$ cat src/rtl/bus_xcvr_ctrl.sv
// A-side initiator for an 8-bit bidirectional bus transceiver: generates OE_n/DIR
// with break-before-make turnaround and owns the A-side data drive.
module bus_xcvr_ctrl #(
  parameter int TURN_CYCLES = 1,
  parameter int HOLD_CYCLES = 2
) (
  input  logic       clk,
  input  logic       rst,
  input  logic       req_valid,
  input  logic       req_dir,
  input  logic [7:0] req_wdata,
  output logic       req_ready,
  output logic       busy,
  output logic       done,
  output logic [7:0] rd_data,
  output logic       oe_n,
  output logic       dir,
  output logic [7:0] a_out,
  output logic       a_drive,
  input  logic [7:0] a_in
);

  typedef enum logic [1:0] {IDLE, TURN, DRIVE} state_t;

  localparam logic [3:0] TURN_LD = 4'(TURN_CYCLES - 1);
  localparam logic [3:0] HOLD_LD = 4'(HOLD_CYCLES - 1);

  state_t     state, state_nxt;
  logic [3:0] cnt, cnt_nxt;
  logic       accept;
  logic       oe_n_nxt, dir_nxt, a_drive_nxt, done_nxt, busy_nxt;
  logic [7:0] a_out_nxt, rd_data_nxt;

  assign req_ready = (state == IDLE);
  assign accept    = req_valid && req_ready;

  always_ff @(posedge clk or posedge rst) begin
    if (rst) begin
      state <= IDLE;
      cnt   <= '0;
    end else begin
      state <= state_nxt;
      cnt   <= cnt_nxt;
    end
  end

  // One down-counter serves both the turnaround gap and the drive window.
  always_comb begin
    state_nxt = state;
    cnt_nxt   = cnt;
    case (state)
      IDLE: begin
        if (accept) begin
          if (req_dir == dir) begin
            state_nxt = DRIVE;
            cnt_nxt   = HOLD_LD;
          end else begin
            state_nxt = TURN;
            cnt_nxt   = TURN_LD;
          end
        end
      end
      TURN: begin
        if (cnt == 4'd0) begin
          state_nxt = DRIVE;
          cnt_nxt   = HOLD_LD;
        end else begin
          cnt_nxt = cnt - 4'd1;
        end
      end
      DRIVE: begin
        if (cnt == 4'd0) state_nxt = IDLE;
        else             cnt_nxt   = cnt - 4'd1;
      end
      default: state_nxt = IDLE;
    endcase
  end

  // Outputs are registered, so this computes their values for the next cycle.
  always_comb begin
    dir_nxt     = accept ? req_dir : dir;
    a_out_nxt   = accept ? req_wdata : a_out;
    oe_n_nxt    = (state_nxt != DRIVE);
    a_drive_nxt = (state_nxt == DRIVE) && dir_nxt;
    busy_nxt    = (state_nxt != IDLE);
    done_nxt    = (state == DRIVE) && (cnt == 4'd0);
    rd_data_nxt = (done_nxt && !dir) ? a_in : rd_data;
  end

  always_ff @(posedge clk or posedge rst) begin
    if (rst) begin
      oe_n    <= 1'b1;
      dir     <= 1'b1;
      a_drive <= 1'b0;
      a_out   <= '0;
      rd_data <= '0;
      done    <= 1'b0;
      busy    <= 1'b0;
    end else begin
      oe_n    <= oe_n_nxt;
      dir     <= dir_nxt;
      a_drive <= a_drive_nxt;
      a_out   <= a_out_nxt;
      rd_data <= rd_data_nxt;
      done    <= done_nxt;
      busy    <= busy_nxt;
    end
  end

  // Break-before-make: DIR may only move while OE_n is high on both sides of the edge.
  always @(posedge clk) begin
    if (!rst && (dir_nxt != dir)) assert (oe_n && oe_n_nxt);
  end

endmodule

$ cat config.mk
export PLATFORM = sky130hd
export DESIGN_NAME = bus_xcvr_ctrl
export DESIGN_NICKNAME = d
export VERILOG_FILES = /design/src/rtl/bus_xcvr_ctrl.sv
export SDC_FILE = /design/constraint.sdc
export NUM_CORES = 1
export LEC_CHECK = 0
export ABC_AREA = 1
export BUFFER_PORTS_ARGS = -buffer_cell sky130_fd_sc_hd__buf_4
export CORE_ASPECT_RATIO = 0.8
export CORE_MARGIN = 8
export CORE_UTILIZATION = 30
export DETAILED_ROUTE_END_ITERATION = 10
export SLEW_MARGIN = 20
export SYNTH_ARGS = -nofsm -noshare
export SYNTH_HDL_FRONTEND = slang
export SYNTH_SLANG_ARGS = --single-unit
$ cat constraint.sdc
create_clock -name clk -period 3.9 [get_ports clk]
set_clock_uncertainty 0.15 [all_clocks]
set_input_delay 0.78 -clock clk [delete_from_list [all_inputs] [get_ports clk]]
set_output_delay 0.78 -clock clk [all_outputs]
set_load 0.02 [all_outputs]
==> impl_results.md <==
* Final setup violation count at 0
* Via-to-Cell Ratio at 4.28
* Max-slew headroom at 36.5%
* Dpl ws at 1980 ps
* Seq/Total Area, Yosys at 53.0%
* Share of the synthesized area in the top cell type at 48.9%
* Die Height at 74.4 um
* Post-route ant nets at 0
* Drt first-iter violations at 46
* Gates resized, CTS repair at 0
* Startpoint Class: flop
* Vias in the first global route at 1119
* Initial antenna violation count at 0
* Synth area leaders: dfrtp_1, nand2_1, ha_1
* Dpl hpwl at 2.28 mm
* Setup ws final at 1740 ps
* Placeable Area at 4150 um2
* Max-slew violations at 0
* Post-CTS Hold Buffers at 0
* Leak at 0.000925 uW
* CTS tree: built
* Ports at 42
* Kind of critical path: flop to output pin
* Leading area contributor after synthesis: dfrtp_1
* Setup TNS at 0 ps
* Share of post-route cells with drive strength above 1 at 31.1%
* Min Hold Slack at 327 ps
* Commonest cells after routing, fill and taps aside: nand2_1, buf_4, dfrtp_1
* Port bufs at 41
* Unique masters post-synth at 21
* Final Net Count at 220
* Worst skew pair latency at 260 ps
* Crit path time final at 2160 ps
* Most common cell after layout, fill and taps aside: nand2_1
* Die area at 6630 um2
* Wire per inst at 11.8 um
* Status: complete, no violations
* Die extent in x at 89.0 um
* Measured slew at the worst slew-check pin at 947 ps
* Synth Area per Inst at 8.53 um2
* Final Hold Viols at 0
* Asr flop ratio synth at 100%
* Crit. End Element: output pin
* Critical path cell sequence: inv_1 -> ha_1 -> buf_4
* Final period util at 55.3%
* Area added between synthesis and finish at 32.5%
* Unrepaired setup endpoints after global routing: no
* DRC violations left at 0
* Clk root buf: clkbuf_8
* HP Class: flop to flop
* Crit path max fanout at 5
* Cell area after synthesis at 1280 um2
* Max Root-Sink Buffers at 2
* Tot GR Track Use at 9.53%
* First-pass GRT wire length at 4.89 mm
* Num CTS Buffers at 3
* RePlAce Congestion at 0.831
* Clock sink count at 27
* Top_reg_cell synth: dfrtp_1
* Post-Synthesis Cells at 150
* Initial core utilization at 30.8%
* Worst path max stage delay at 440 ps
* Setup Buffers After CTS at 0
* Pre-antenna DRT Iters at 4
* # H-tree levels at 1
* Required time of the critical path at 2970 ps
* Worst VDD drop at 345 uV
* Final WL at 2.94 mm
* Vias at 1069
* Largest net degree at the start of global routing at 28
* Seq cells post-synth at 27
* Core Rows at 21
* Pwr/cell area at 869 nW/um2
* EDFF count, synth at 0
* Syn Nets at 176
* Filler cells at 451
* CP arrival at 1230 ps
* GR Overflow Total at 0
* Maxcap violations at 0
* Clock transition at the registers of the reported paths at 90 ps
* FMAX at 464 MHz
* Diodes inserted at 0
* Warnings from Yosys at 0
* Crit-path slowest cell: dfrtp_1
* Reg2reg setup slack at 2100 ps
==> worst paths after layout <==
path                                         from  cells past startpoint                endpoint
max                            state[0]$_DFF_PP0_                      3               req_ready
min                        rd_data[3]$_DFFE_PP0P_                      2  rd_data[3]$_DFFE_PP0P_
max reg2reg                    state[0]$_DFF_PP0_                     10          busy$_DFF_PP0_
min reg2reg                rd_data[3]$_DFFE_PP0P_                      2  rd_data[3]$_DFFE_PP0P_
max in group asynchronous                     rst                      2      cnt[2]$_DFFE_PP0P_
min in group asynchronous                     rst                      2  rd_data[1]$_DFFE_PP0P_
==> state kept, by name (all words and copies together) (netlist names) <==
signal,flops
busy,1
rd_data,8
state,2
oe_n,1
dir,1
a_drive,1
cnt,4
done,1
a_out,8
==> synth_stat cells, types with 2 or more instances <==
library cell   n
dfrtp_1       25
nand2_2        5
nand2_1       57
a21oi_1        2
nor2_1         4
inv_1         15
dfstp_2        2
nand3_1       12
ha_1           6
inv_2          5
nand4_1        3
o31ai_1        2
o21ai_1        4
==> cell families after synthesis <==
family	Yosys count	synth area share, %
simple gates	84	29.1
flops	27	53.0
buf+inv	23	7.23
compound gates	9	4.11
fa+ha+maj	6	5.86
xor+xnor	1	0.684
==> layout make-up <==
type | count | area, um2 | share of cell area (%)
inverters | 21 | 83.8 | 4.94
clock buffers | 4 | 45.0 | 2.66
repair buffers | 41 | 308 | 18.2
well taps | 57 | 71.3 | 4.21
flip-flops and latches | 27 | 678 | 40.0
multi-input cells | 100 | 509 | 30.0
==> critical path, delay by kind of cell (launching register included) <==
| kind | cells | cell delay, ps |
|---|---|---|
| buffers and inverters | 2 | 280 |
| DFF | 1 | 440 |
| adders and majority gates | 1 | 250 |
==> power breakdown <==
group / switching (uW) / internal (uW)
Combinational: 503 / 310
Clock: 80.2 / 73.0
Sequential: 84.4 / 422
Total: 668 / 804
==> metal layers <==
metal	vias up	share of wire, %	routed length [um]	track usage, %
met1	486	46	1350	11.2
met4	0	0.34	10	1.65
met3	2	9.0	265	4.19
li1	550	-	-	-
met2	31	45	1320	15.9
met5	-	0	0	0
==> stage by stage <==
stage	util, %	instance area (um2)	power, uW	instances
after global routing	40.8	1700	1620	250
after detailed placement	39.8	1650	1340	246
after CTS	40.8	1700	1500	250
final	40.8	1700	1470	250
after global placement	39.8	1650	1330	246
after floorplan	-	1280	1050	150
(Power assumes the default switching activity.)
